[config.mk]
export PLATFORM = sky130hd
export DESIGN_NAME = pixel_output_buffer
export DESIGN_NICKNAME = d
export VERILOG_FILES = /design/src/rtl/chromatic_pkg.sv /design/src/rtl/pixel_fifo_ram.sv /design/src/rtl/pixel_output_buffer.sv
export SDC_FILE = /design/constraint.sdc
export NUM_CORES = 1
export LEC_CHECK = 0
export CELL_PAD_IN_SITES_DETAIL_PLACEMENT = 1
export CELL_PAD_IN_SITES_GLOBAL_PLACEMENT = 1
export CORE_MARGIN = 2
export CORE_UTILIZATION = 48
export DETAILED_ROUTE_END_ITERATION = 12
export PLACE_DENSITY = 0.78
export SKIP_CTS_REPAIR_TIMING = 1
export SYNTH_ARGS = -nofsm -noshare
export SYNTH_HDL_FRONTEND = slang
export SYNTH_SLANG_ARGS = --single-unit
export TNS_END_PERCENT = 5
[constraint.sdc]
create_clock -name clk -period 4.1 [get_ports clk]
set_input_delay 1.025 -clock clk [delete_from_list [all_inputs] [get_ports clk]]
set_output_delay 1.025 -clock clk [all_outputs]
set_load 0.005 [all_outputs]
[src/rtl/chromatic_pkg.sv]
// chromatic_pkg: pixel width and buffer state encoding shared by the display output path.
`timescale 1ns/1ps
package chromatic_pkg;
    localparam int RGB_W = 24;
    typedef enum logic [1:0] {IDLE, STREAM, DRAIN} state_t;
endpackage

[src/rtl/pixel_fifo_ram.sv]
// pixel_fifo_ram: simple dual-port storage, synchronous write, asynchronous read.
`timescale 1ns/1ps
module pixel_fifo_ram #(
    parameter int DEPTH = 16,
    parameter int W = 24
) (
    input  logic                     clk,
    input  logic                     we,
    input  logic [$clog2(DEPTH)-1:0] waddr,
    input  logic [W-1:0]             wdata,
    input  logic [$clog2(DEPTH)-1:0] raddr,
    output logic [W-1:0]             rdata
);
    logic [W-1:0] mem [DEPTH];
    always_ff @(posedge clk) begin
        if (we) mem[waddr] <= wdata;
    end
    assign rdata = mem[raddr];
endmodule

[src/rtl/pixel_output_buffer.sv]
// pixel_output_buffer: first-word-fall-through pixel FIFO between image_processor and display,
// with registered almost-full stall, sticky overflow and saturating drop counter.
`timescale 1ns/1ps
module pixel_output_buffer
    import chromatic_pkg::*;
#(
    parameter int DEPTH = 16,
    parameter int AFULL_LEVEL = 12
) (
    input  logic                       clk,
    input  logic                       rst,
    input  logic [RGB_W-1:0]           in_rgb,
    input  logic                       in_valid,
    output logic                       in_stall,
    output logic [RGB_W-1:0]           out_rgb,
    output logic                       out_valid,
    input  logic                       out_ready,
    output logic [$clog2(DEPTH):0]     level,
    output logic                       overflow,
    output logic [15:0]                drop_count,
    input  logic                       clr_status,
    output logic                       busy
);
    localparam int AW = $clog2(DEPTH);
    localparam logic [AW:0] AFULL = AFULL_LEVEL[AW:0];
    logic [AW:0] wr_ptr, rd_ptr;
    logic [RGB_W-1:0] rd_data;
    logic full, empty, pop, push, drop, to_empty;
    state_t state, state_next;
    assign level = wr_ptr - rd_ptr;
    assign empty = wr_ptr == rd_ptr;
    assign full = (wr_ptr[AW] != rd_ptr[AW]) && (wr_ptr[AW-1:0] == rd_ptr[AW-1:0]);
    assign out_valid = !empty;
    assign out_rgb = out_valid ? rd_data : '0;
    assign pop = out_valid && out_ready;
    // When full, a same-cycle pop frees the slot the push overwrites (read happens before the edge).
    assign push = in_valid && (!full || pop);
    assign drop = in_valid && full && !pop;
    assign busy = !empty || state != IDLE;
    assign to_empty = !push && (empty || (level == 1 && pop));
    pixel_fifo_ram #(.DEPTH(DEPTH), .W(RGB_W)) u_ram (
        .clk  (clk),
        .we   (push),
        .waddr(wr_ptr[AW-1:0]),
        .wdata(in_rgb),
        .raddr(rd_ptr[AW-1:0]),
        .rdata(rd_data)
    );
    always_ff @(posedge clk or posedge rst) begin
        if (rst) begin
            wr_ptr <= '0;
            rd_ptr <= '0;
            in_stall <= 1'b0;
            overflow <= 1'b0;
            drop_count <= '0;
            state <= IDLE;
        end else begin
            if (push) wr_ptr <= wr_ptr + 1'b1;
            if (pop) rd_ptr <= rd_ptr + 1'b1;
            in_stall <= level >= AFULL;
            if (clr_status) begin
                overflow <= 1'b0;
                drop_count <= '0;
            end else if (drop) begin
                overflow <= 1'b1;
                drop_count <= (drop_count == 16'hFFFF) ? drop_count : drop_count + 16'd1;
            end
            state <= state_next;
        end
    end
    always_comb begin
        state_next = state;
        case (state)
            IDLE:    state_next = push ? STREAM : IDLE;
            STREAM:  state_next = in_stall ? DRAIN : (to_empty ? IDLE : STREAM);
            DRAIN:   state_next = in_stall ? DRAIN : STREAM;
            default: state_next = IDLE;
        endcase
    end
endmodule

Word-level counts from Yosys, hierarchy flattened

Memories as Yosys holds them, arrays and structs flattened.
Index checks and enable logic that the tools add are counted.

Word-level logic and storage cells: 51
Bits of input ports: 29
Memory bits (writable): 384
Memories: 1
Register bits after elaboration: 30

Memory list:

| memory    | depth | width | rd ports | clocked after Yosys merged registers in | wr ports | RTL line             | text |
|---|---|---|---|---|---|---|---|
| u_ram.mem | 16    | 24    | 1        | 0                                       | 1        | pixel_fifo_ram.sv:14 | `logic [W-1:0] mem [DEPTH];` |

Add/sub/neg operators: 4
Equal/unequal tests: 8
Reduce and logical (&&, ||, !) cells: 18
Order comparisons: 1
Multiplexer cells: 13

Operators by type and width:

| operator              | count |
|---|---|
| $mux 16               | 3 |
| $mux 24               | 1 |
| $add 16x1->16 const B | 1 |
| $eq 16x16->1 const B  | 1 |
| $add 5x1->5 const B   | 2 |
| $logic_and 1x1->1     | 7 |
| $mux 1                | 6 |
| $pmux 2 s3            | 1 |
| $eq 5x1->1 const B    | 1 |
| $eq 5x5->1            | 1 |
| $ge 5x4->1 const B    | 1 |
| $sub 5x5->5           | 1 |
| $eq 4x4->1            | 1 |
| $logic_not 1->1       | 4 |
| $mux 2                | 2 |
| $reduce_bool 2->1     | 2 |
| $logic_or 1x1->1      | 3 |
| $eq 2x1->1 const B    | 1 |
| $eq 2x2->1 const B    | 1 |
| $logic_not 2->1       | 1 |
| $ne 2x2->1 const B    | 1 |
| $reduce_and 2->1      | 1 |
| $ne 1x1->1            | 1 |

Depth between registers and ports, before layout

Gate-level depths: netlist of the first run.

Depth in word-level cells: 10
Mapped depth: 11
Gate-level depth less buffers: 9

Modules after synthesis

Synthesis of the first run repeated with hierarchy kept, for this count alone.

Cell total of the unflattened synthesis: 804
Area total of the unflattened synthesis: 16270.6 um2

By module, submodules not included:

| module              | area each (um2) | instances | cells an instance |
|---|---|---|---|
| pixel_fifo_ram      | 14450.1         | 1         | 612 |
| pixel_output_buffer | 1820.5          | 1         | 192 |

Least setup slack after synthesis of the first run

OpenSTA, ideal clock, no wires.

Path type: reg2reg
Start: register rd_ptr[1]
End: memory u_ram.mem[3][0], enable pin
Library setup time: 435 ps
Setup slack: -186 ps
Cell stages (with the launch flop): 10
Clock period less this slack: 4286 ps
Data arrival time: 3851 ps
Required time: 3665 ps
Path through: dfrtp_1 > clkbuf_1 > buf_2 > buf_2 > inv_1 > ha_1 > and4_1 > a31oi_2 > nand2_1 > nor3_1

Word-level cells in the longest chain between the ends: 7

RTL lines:

| item                                                 | RTL line                                             | text |
|---|---|---|
| start, declared                                      | pixel_output_buffer.sv:26                            | `logic [AW:0] wr_ptr, rd_ptr;` |
| start signal, assigned                               | pixel_output_buffer.sv:59                            | `if (pop) rd_ptr <= rd_ptr + 1'b1;` |
| $eq 5x5->1 or $eq 4x4->1 (tied branches)             | pixel_output_buffer.sv:31, pixel_output_buffer.sv:32 |  |
| $logic_not 1->1 or $logic_and 1x1->1 (tied branches) | pixel_output_buffer.sv:33, pixel_output_buffer.sv:32 |  |
| $logic_and 1x1->1 or $logic_not 1->1 (tied branches) | pixel_output_buffer.sv:35, pixel_output_buffer.sv:37 |  |
| $logic_or 1x1->1 *                                   | pixel_output_buffer.sv:37                            | `assign push = in_valid && (!full \|\| pop);` |
| $logic_and 1x1->1 *                                  | pixel_output_buffer.sv:37                            |  |
| $mux 1 *                                             | pixel_fifo_ram.sv:16                                 | `if (we) mem[waddr] <= wdata;` |
| $mux 1 (implied by the code) *                       | pixel_fifo_ram.sv:16                                 |  |
| end, declared                                        | pixel_fifo_ram.sv:14                                 |  |

Every way passes the cells marked *; elsewhere a longest branch is shown, timed or not.

Worst setup path after layout of the first run

Start: register rd_ptr[0]
End: output out_rgb[9]

Word-level cells in the longest chain between the ends: 2

RTL lines:

| item                                        | RTL line                  | text |
|---|---|---|
| $mem_v2 16x24 or $eq 5x5->1 (tied branches) | -                         |  |
| $mux 24 *                                   | pixel_output_buffer.sv:34 | `assign out_rgb = out_valid ? rd_data : '0;` |
| end, declared                               | pixel_output_buffer.sv:15 | `output logic [RGB_W-1:0] out_rgb,` |

Marked as above.

==> impl_metrics.toml, run 1 <==
[timing]
slew_viol_final = 0
period_minus_slack_ns = 4.040
max_freq_ghz = 0.2475
fin_ws_ns = 0.06009
finalSetupViolations = 0
final-hold-violation-count = 0
post-route-period-util_pct = 98.53
relSlewSlack_pct = 46.61
worst_slew_pin_slew_ns = 0.8000
finalClockSkew_ns = 0.01421

[floorplanning]
die_x_um = 188.5
die_y_um = 188.5
start_util_pct = 48.73
ios = 78
coreArea_um2 = 33530
core.rowCount = 67
die-area_um2 = 35530

[yosys]
synth.top_cell.area_share_pct = 70.57
yosysTopAreaCell = "edfxtp_1"
netlist_area_um2 = 16340
synth_area_leaders = "edfxtp_1, mux4_2, dfrtp_1"
synth-seq-cells = 414
synth_seq_area_share_pct = 75.16
syn_nets = 795
ys.warnings.count = 0
syn_area_per_cell_um2 = 21.64
ys.flop_type = "edfxtp_1"
syn_inst = 755
synth-edff-count = 384
synthDistinctLibCells = 40
synthArstFlopShare_pct = 7.246

[cells_and_area]
area_growth_pct = 19.13
multi_input_area_um2 = 3939
nFillCells = 2879
finalNetCount = 922
ff_latch_area_um2 = 12290
antennaDiodeCount = 0
fin_area_um2 = 19470
drive_above_1_share_pct = 26.59
instances_no_fill = 1362
final_common_cell = "edfxtp_1"
final_cell_mix = "edfxtp_1, mux4_2, clkdlybuf4s50_1, clkbuf_16, dfrtp_1"

[clock_network]
htree_levels = 2
cts_inserted_buffers = 43
cts_max_path_buffers = 3
insertion_delay_ns = 0.54
clk_pin_slew_worst_paths_ns = 0.06
cts.sinks = 414
cts_tree = "done"
clockRootBuffer = "clkbuf_16"

[drt]
drc_errors = 0
first_pass_iters = 4
drt-initial-drc-count = 768
vias_per_cell = 5.825
wire_per_inst_um = 27.57
vias = 7933
antenna_left = 0
route.final.wire_length_um = 37550

[critical_path]
arrival_ns = 3.01
required_ns = 3.07
critical_path_peak_fanout = 18
worstSetupStartpointType = "register"
criticalPathCategory = "register to primary output"
crit_path_end_kind = "primary output"

[global_route]
grt_pass1_wl_um = 56320
antenna_found_initial = 0
grt_pass1_vias = 8638
overflow = 0
grt_max_degree = 36
grt_use_total_pct = 21.61

[placement]
pre_cts_ws_ns = 0.4607
io_buffers = 77
dp.cells = 1280
gp_congestion = 0.7173
dp_hpwl_um = 21750
placed_area_um2 = 18080

[pwr]
p_leak_nw = 6.315
clkPwrFrac_pct = 26.8
power.density_nw_per_um2 = 699.2
p_comb_share_pct = 34.2
p_int_w = 0.009748
swShare_pct = 28.38
vdd.ir_drop.worst_uv = 398.3
seqPwrFrac_pct = 39.0
switchingPower_w = 0.003863
p_total_w = 0.01361

[flow_run]
drv_cap = 0

[outcome]
status = "completed"

[hold_path]
hp-class = "register to register"
[worst max-delay path, cell delays in order (launching register included)]
cell and delay (ns):
dfrtp_4 0.45, buf_12 0.13, buf_12 0.18, mux4_2 0.54, mux4_2 0.49, and2_1 0.19
clkdlybuf4s50_1 0.46
[state kept, by name, summed over array words and instances, names as in the netlist]
register	count
u_ram.mem	384
drop_count	16
rd_ptr	5
wr_ptr	5
state	2
in_stall	1
overflow	1
[kinds of logic after synthesis]
logic type | synth area share [%]
multiplexers | 16.80
adder cells (fa/ha/maj) | 0.8882
flip-flops | 75.16
AND/OR/NAND/NOR | 3.499
buffers and inverters | 1.462
XOR/XNOR | 0.9648
AO/OA/AOI/OAI | 1.225
[worst paths after layout]
check                      startpoint                 to  cells after the start  slack, ns
max                         rd_ptr[0]         out_rgb[9]                      6       0.06
min                          overflow           overflow                      2       0.52
max reg2reg                 rd_ptr[0]  u_ram.mem[14][16]                      7       0.86
min reg2reg                  overflow           overflow                      2       0.52
max in group asynchronous         rst      drop_count[4]                      3       2.51
min in group asynchronous         rst      drop_count[9]                      2       0.94
[power by group through the flow]
stage | Clock [W] | Combinational [W] | Sequential [W]
5_1_grt | 0.00387 | 0.00496 | 0.00534
3_3_place_gp | 0 | 0.00448 | 0.00538
3_5_place_dp | 0 | 0.00458 | 0.00542
6_report | 0.00365 | 0.00465 | 0.00531
2_1_floorplan | 0 | 0.00276 | 0.00526
4_1_cts | 0.00372 | 0.00462 | 0.00534
[stage by stage]
step	utilization, %	setup TNS, ns	hold WS, ns
after detailed placement	53.91	0	0.5123
after global placement	53.91	0	0.5043
after floorplan	-	-10.47	0.4977
after global routing	58.05	-0.01998	0.5616
final	58.05	0	0.5161
after CTS	57.83	-1.164	0.5225
[area by class of cell]
| type | instances | share of cell area, % |
|---|---|---|
| clock buffer | 55 | 5.868 |
| inverter | 15 | 0.2892 |
| timing repair buffer | 119 | 6.723 |
| tap | 448 | 2.880 |
| clock inverter | 22 | 0.8741 |
| multi-input combinational | 289 | 20.23 |
| sequential | 414 | 63.13 |
[layer usage]
layer  global-route usage [%]  routed length (um)
met5                        0                   0
met4                    6.190                 810
met3                    3.110                1656
met2                    35.72               18680
met1                    30.44               16410
[cell usage after synthesis, types with 4 or more instances]
master and n:
buf_2 11, nor3_1 5, a21oi_1 10, edfxtp_1 384, xnor2_1 15, o21ai_0 7
ha_1 10, inv_1 14, nor2_1 22, buf_1 4, dfrtp_1 30, nand3_1 5
nand4_1 4, clkbuf_1 18, and2_1 27, buf_6 4, or3_1 8, nand2_1 15
mux4_2 120, or4_1 4
(Power assumes the default switching activity.)
==> run 2, diff against run 1 <==
--- a/config.mk
+++ b/config.mk
@@ -5,12 +5,13 @@
 export SDC_FILE = /design/constraint.sdc
 export NUM_CORES = 1
 export LEC_CHECK = 0
+export ABC_AREA = 1
 export CELL_PAD_IN_SITES_DETAIL_PLACEMENT = 1
 export CELL_PAD_IN_SITES_GLOBAL_PLACEMENT = 1
 export CORE_MARGIN = 2
-export CORE_UTILIZATION = 48
+export CORE_UTILIZATION = 44
 export DETAILED_ROUTE_END_ITERATION = 12
-export PLACE_DENSITY = 0.78
+export PLACE_DENSITY = 0.77
 export SKIP_CTS_REPAIR_TIMING = 1
 export SYNTH_ARGS = -nofsm -noshare
 export SYNTH_HDL_FRONTEND = slang
==> run 2 against run 1 <==
- final area increased by 3.0%
- flip-flop and latch count unchanged
- global-route usage increased by 2.6 points
- synthesized cell count increased by 89%
- first-iteration DRC count increased by 35%
- critical endpoint is now out_rgb[1]
==> impl_metrics.toml, run 2 <==
[clock_network]
clk_pin_slew_worst_paths_ns = 0.06
htree_levels = 2
insertion_delay_ns = 0.57
clockRootBuffer = "clkbuf_16"
cts_max_path_buffers = 3
cts_tree = "done"
cts_inserted_buffers = 43
cts.sinks = 414

[yosys]
ys.warnings.count = 0
synth-seq-cells = 414
synthArstFlopShare_pct = 7.246
ys.flop_type = "edfxtp_1"
synth_most_common_cell = "edfxtp_1"
syn_inst = 1429
synthDistinctLibCells = 32
synth_top_cells_by_count = "edfxtp_1, nor2_1, o21ai_0"
synth-edff-count = 384
syn_nets = 1469
synth_area_leaders = "edfxtp_1, nor2_1, o21ai_0"
synth.top_cell.area_share_pct = 67.48
syn_area_per_cell_um2 = 11.96
synth_seq_area_share_pct = 71.87
yosysTopAreaCell = "edfxtp_1"
netlist_area_um2 = 17090

[critical_path]
rrSetupSlack_ns = 1.04
slowest_stage = "clkdlybuf4s50_1"
required_ns = 3.07
crit_path_end_kind = "primary output"
worstPathCellList = "buf_4 -> o21ai_0 -> o211ai_1 -> nand3_1 -> a21oi_1 -> clkdlybuf4s50_1"
slowest_delay_ns = 0.59
arrival_ns = 3.00
worstSetupStartpointType = "register"
critical_path_peak_fanout = 43
criticalPathCategory = "register to primary output"

[pwr]
vdd.ir_drop.worst_uv = 402.6
power.density_nw_per_um2 = 738.3
p_total_w = 0.01480
p_leak_nw = 6.789

[timing]
period_minus_slack_ns = 4.027
finalClockSkew_ns = 0.02298
fin_ws_ns = 0.07347
rsz0062_at_grt = "true"
slew_viol_final = 0
worst_slew_pin_slew_ns = 0.9116
relSlewSlack_pct = 38.82
final-hold-violation-count = 0
max_freq_ghz = 0.2484
post-route-period-util_pct = 98.21
finalSetupViolations = 0
worst_hold_slack_ns = 0.5159

[placement]
gp_congestion = 0.8439
pre_cts_ws_ns = 0.5632
io_buffers = 77
dp_hpwl_um = 28890

[floorplanning]
ios = 78
die_x_um = 201.1
core.rowCount = 72
coreArea_um2 = 38470
start_util_pct = 44.42
die-area_um2 = 40430
die_y_um = 201.1

[cells_and_area]
nFillCells = 3927
multi_input_area_um2 = 4273
final_cell_mix = "edfxtp_1, nor2_1, o21ai_0, nand2_1, clkdlybuf4s50_1"
final_common_cell = "edfxtp_1"
largestRegisters = "u_ram.mem: 384 flops, drop_count: 16 flops"
ff_latch_area_um2 = 12290
largest_reg_flops = 384
area_growth_pct = 17.29
largest-register = "u_ram.mem"
drive_above_1_share_pct = 8.285
finalNetCount = 1552
antennaDiodeCount = 0

[outcome]
status = "completed"

[global_route]
overflow = 0
antenna_found_initial = 0
grt_use_total_pct = 24.24
grt_pass1_vias = 12300
grt_pass1_wl_um = 74420
grt_max_degree = 114

[drt]
antenna_left = 0
first_pass_iters = 5
wire_per_inst_um = 23.71
drt-initial-drc-count = 1037
route.final.wire_length_um = 48920
drc_errors = 0
vias = 11770
vias_per_cell = 5.705

[hold_path]
hp-class = "register to register"

[flow_run]
drv_cap = 0
[run 2: worst max-delay path: cells and delay by family (launching register included)]
family          cells  cell delay, ns
compound gates      3            0.69
buf+inv             2            0.99
flops               1            0.48
simple gates        1            0.25
[run 2: area by class of cell]
type                       count  area share (%)
inverter                      61           1.167
tap                          518           3.233
timing repair buffer         117           6.167
sequential                   414           61.31
multi-input combinational    875           21.32
clock inverter                19          0.9238
clock buffer                  59           5.880
[run 2: per-stage QoR]
step | instance area (um^2) | std cells | util [%] | TNS (ns)
finish | 20040 | 2063 | 52.11 | 0
global route | 20040 | 2063 | 52.11 | -0.1335
CTS | 20030 | 2063 | 52.07 | 0
detailed placement | 18670 | 1985 | 48.52 | 0
global placement | 18670 | 1985 | 48.52 | 0
floorplan | 17090 | 1429 | - | 0
[run 2: path summary, 6_finish.rpt]
check	from	end	cells after the start
worst min-delay path	wr_ptr[4]	wr_ptr[4]	1
worst max-delay path	rd_ptr[0]	out_rgb[1]	6
max in group asynchronous	rst	rd_ptr[1]	3
worst min register to register	wr_ptr[4]	wr_ptr[4]	1
worst max register to register	rd_ptr[0]	u_ram.mem[10][1]	9
min in group asynchronous	rst	drop_count[8]	3
[run 2: routing by layer]
| layer | wire length [um] | vias to the layer above | track usage, % |
|---|---|---|---|
| li1 | - | 5260 | - |
| met1 | 19840 | 6027 | 30.88 |
| met2 | 24460 | 367 | 40.99 |
| met3 | 2703 | 116 | 3.994 |
| met4 | 1918 | 0 | 10.69 |
| met5 | 0 | - | 0 |
[run 2: cell families after synthesis]
| kind of cell | count (synthesis) | synth area share [%] |
|---|---|---|
| AO/OA/AOI/OAI | 334 | 10.68 |
| adder cells (fa/ha/maj) | 11 | 0.8493 |
| buffers and inverters | 140 | 3.756 |
| AND/OR/NAND/NOR | 516 | 12.13 |
| flip-flops | 414 | 71.87 |
| XOR/XNOR | 14 | 0.7175 |
[run 2: report_power, final]
group	internal, W	switching, W
Clock	0.00221	0.00161
Sequential	0.00510	0.000162
Combinational	0.00197	0.00374
Total	0.00929	0.00551
==> run 3, diff against run 2 <==
--- a/config.mk
+++ b/config.mk
@@ -9,9 +9,10 @@
 export CELL_PAD_IN_SITES_DETAIL_PLACEMENT = 1
 export CELL_PAD_IN_SITES_GLOBAL_PLACEMENT = 1
 export CORE_MARGIN = 2
-export CORE_UTILIZATION = 44
+export CORE_UTILIZATION = 46
+export CTS_BUF_LIST = sky130_fd_sc_hd__clkbuf_8
 export DETAILED_ROUTE_END_ITERATION = 12
-export PLACE_DENSITY = 0.77
+export PLACE_DENSITY = 0.8
 export SKIP_CTS_REPAIR_TIMING = 1
 export SYNTH_ARGS = -nofsm -noshare
 export SYNTH_HDL_FRONTEND = slang
==> run 3 against run 2 <==
- non-clock buffer count rose by 1
- die area fell by 4.3%
- critical path depth grew 2
- fmax decreased by 0.74%
- total power down 2.2%
- final cell count is 0.44% lower
- register-to-register slack better by 0.05 ns
- largest cell class unchanged
- sequential power grew 1%
- flip-flop and latch count stayed put
==> impl_metrics.toml, run 3 (synthesized netlist as in run 2, its figures left out) <==
[pwr]
p_int_w = 0.008875
p_total_w = 0.01447
swShare_pct = 38.68
power.density_nw_per_um2 = 726.1
clkPwrFrac_pct = 22.9
p_comb_share_pct = 40.4
p_leak_nw = 6.862
switchingPower_w = 0.005599
seqPwrFrac_pct = 36.7
vdd.ir_drop.worst_uv = 322.5

[floorplanning]
coreArea_um2 = 36610
core.rowCount = 70
die-area_um2 = 38710
die_y_um = 196.7
start_util_pct = 46.68
ios = 78
die_x_um = 196.7

[cells_and_area]
instances_no_fill = 2054
antennaDiodeCount = 0
largest_reg_flops = 384
finalNetCount = 1580
largest-register = "u_ram.mem"
area_growth_pct = 16.66
final_common_cell = "edfxtp_1"
fin_area_um2 = 19940
largestRegisters = "u_ram.mem: 384 flops, drop_count: 16 flops"
final_cell_mix = "edfxtp_1, nor2_1, o21ai_0, nand2_1, inv_1"
drive_above_1_share_pct = 9.962

[critical_path]
worstPathCellList = "ha_1 -> nand2_1 -> nor2_2 -> nand2_1 -> inv_2 -> buf_12 -> a21oi_1 -> clkdlybuf4s50_1"
worstSetupStartpointType = "register"
path_buf_inv = 3
critical_path_peak_fanout = 25
arrival_ns = 3.03
required_ns = 3.07
slowest_stage = "dfrtp_4"
slowest_delay_ns = 0.61
cp_common_cell = "nand2_1"
crit_path_end_kind = "primary output"
cp_top_family = "buffers and inverters"
criticalPathCategory = "register to primary output"

[placement]
placed_area_um2 = 18610
io_buffers = 77
dp.cells = 1934
gp_congestion = 0.8426
dp_hpwl_um = 28730

[timing]
max_freq_ghz = 0.2465
slew_viol_final = 0
relSlewSlack_pct = 45.09
finalClockSkew_ns = 0.01942
final-hold-violation-count = 0
post-route-period-util_pct = 98.94
worst_slew_pin_slew_ns = 0.8182
period_minus_slack_ns = 4.057
finalSetupViolations = 0

[drt]
vias = 12086
drc_errors = 0
first_pass_iters = 5
route.final.wire_length_um = 50440
vias_per_cell = 5.884
drt-initial-drc-count = 1034
wire_per_inst_um = 24.56
antenna_left = 0

[clock_network]
htree_levels = 3
clk_pin_slew_worst_paths_ns = 0.06
cts_max_path_buffers = 3
cts_inserted_buffers = 70
cts_tree = "done"
clockRootBuffer = "clkbuf_8"
insertion_delay_ns = 0.60
cts.sinks = 414

[global_route]
grt_pass1_vias = 12763
overflow = 0
antenna_found_initial = 1
grt_use_total_pct = 25.99
grt_pass1_wl_um = 74990
grt_max_degree = 111

[flow_run]
drv_cap = 0

[hold_path]
hp-class = "register to register"

[outcome]
status = "completed"
## run 3: layout make-up
type / count / area (um^2)
fill: 3782 / 16670
sequential: 414 / 12290
multi-input combinational: 875 / 4295
timing repair buffer: 118 / 1303
clock buffer: 76 / 1046
tap: 468 / 585.6
inverter: 61 / 241.5
clock inverter: 42 / 175.2
## run 3: power by group through the flow
stage               logic, W  registers (W)  clock network, W
CTS                  0.00568        0.00529           0.00336
global route         0.00635        0.00534           0.00352
floorplan            0.00315        0.00530                 0
detailed placement   0.00563        0.00537                 0
finish               0.00585        0.00531           0.00332
global placement     0.00537        0.00534                 0
## run 3: routing by layer
| layer | routed length, um | share of wire (%) | vias to the layer above | global-route usage [%] |
|---|---|---|---|---|
| met5 | 10 | 0.020 | - | 0 |
| met1 | 19900 | 39 | 6137 | 32.55 |
| li1 | - | - | 5317 | - |
| met2 | 25100 | 50 | 500 | 43.89 |
| met3 | 3613 | 7.2 | 130 | 5.459 |
| met4 | 1820 | 3.6 | 2 | 11.31 |
## run 3: per-stage QoR
step / TNS [ns] / hold slack, ns / utilization [%] / setup slack (ns)
finish: 0 / 0.5220 / 54.45 / 0.04335
global route: -0.04087 / 0.5516 / 54.45 / -0.03530
CTS: -0.4455 / 0.5223 / 54.16 / -0.1048
detailed placement: 0 / 0.5134 / 50.83 / 0.5652
global placement: 0 / 0.5014 / 50.83 / 0.5817
floorplan: 0 / 0.4827 / - / 0.2890
## run 3: path summary, 6_finish.rpt
path	from	to	slack, ns	cells past startpoint
setup / recovery	rd_ptr[0]	out_rgb[16]	0.04	8
hold / removal	overflow	overflow	0.52	2
setup reg to reg	rd_ptr[0]	u_ram.mem[8][11]	1.09	9
hold reg to reg	overflow	overflow	0.52	2
max in group asynchronous	rst	rd_ptr[1]	2.52	3
min in group asynchronous	rst	wr_ptr[0]	0.87	2
## run 3: worst reg2reg max path: stages (launching register included)
cell     delay [ns]
dfrtp_4        0.61
ha_1           0.38
nand2_1        0.09
nor2_2         0.05
nand3_1        0.07
nand2_1        0.19
inv_1          0.26
nand2_1        0.28
nor2_4         0.51
buf_12         0.25
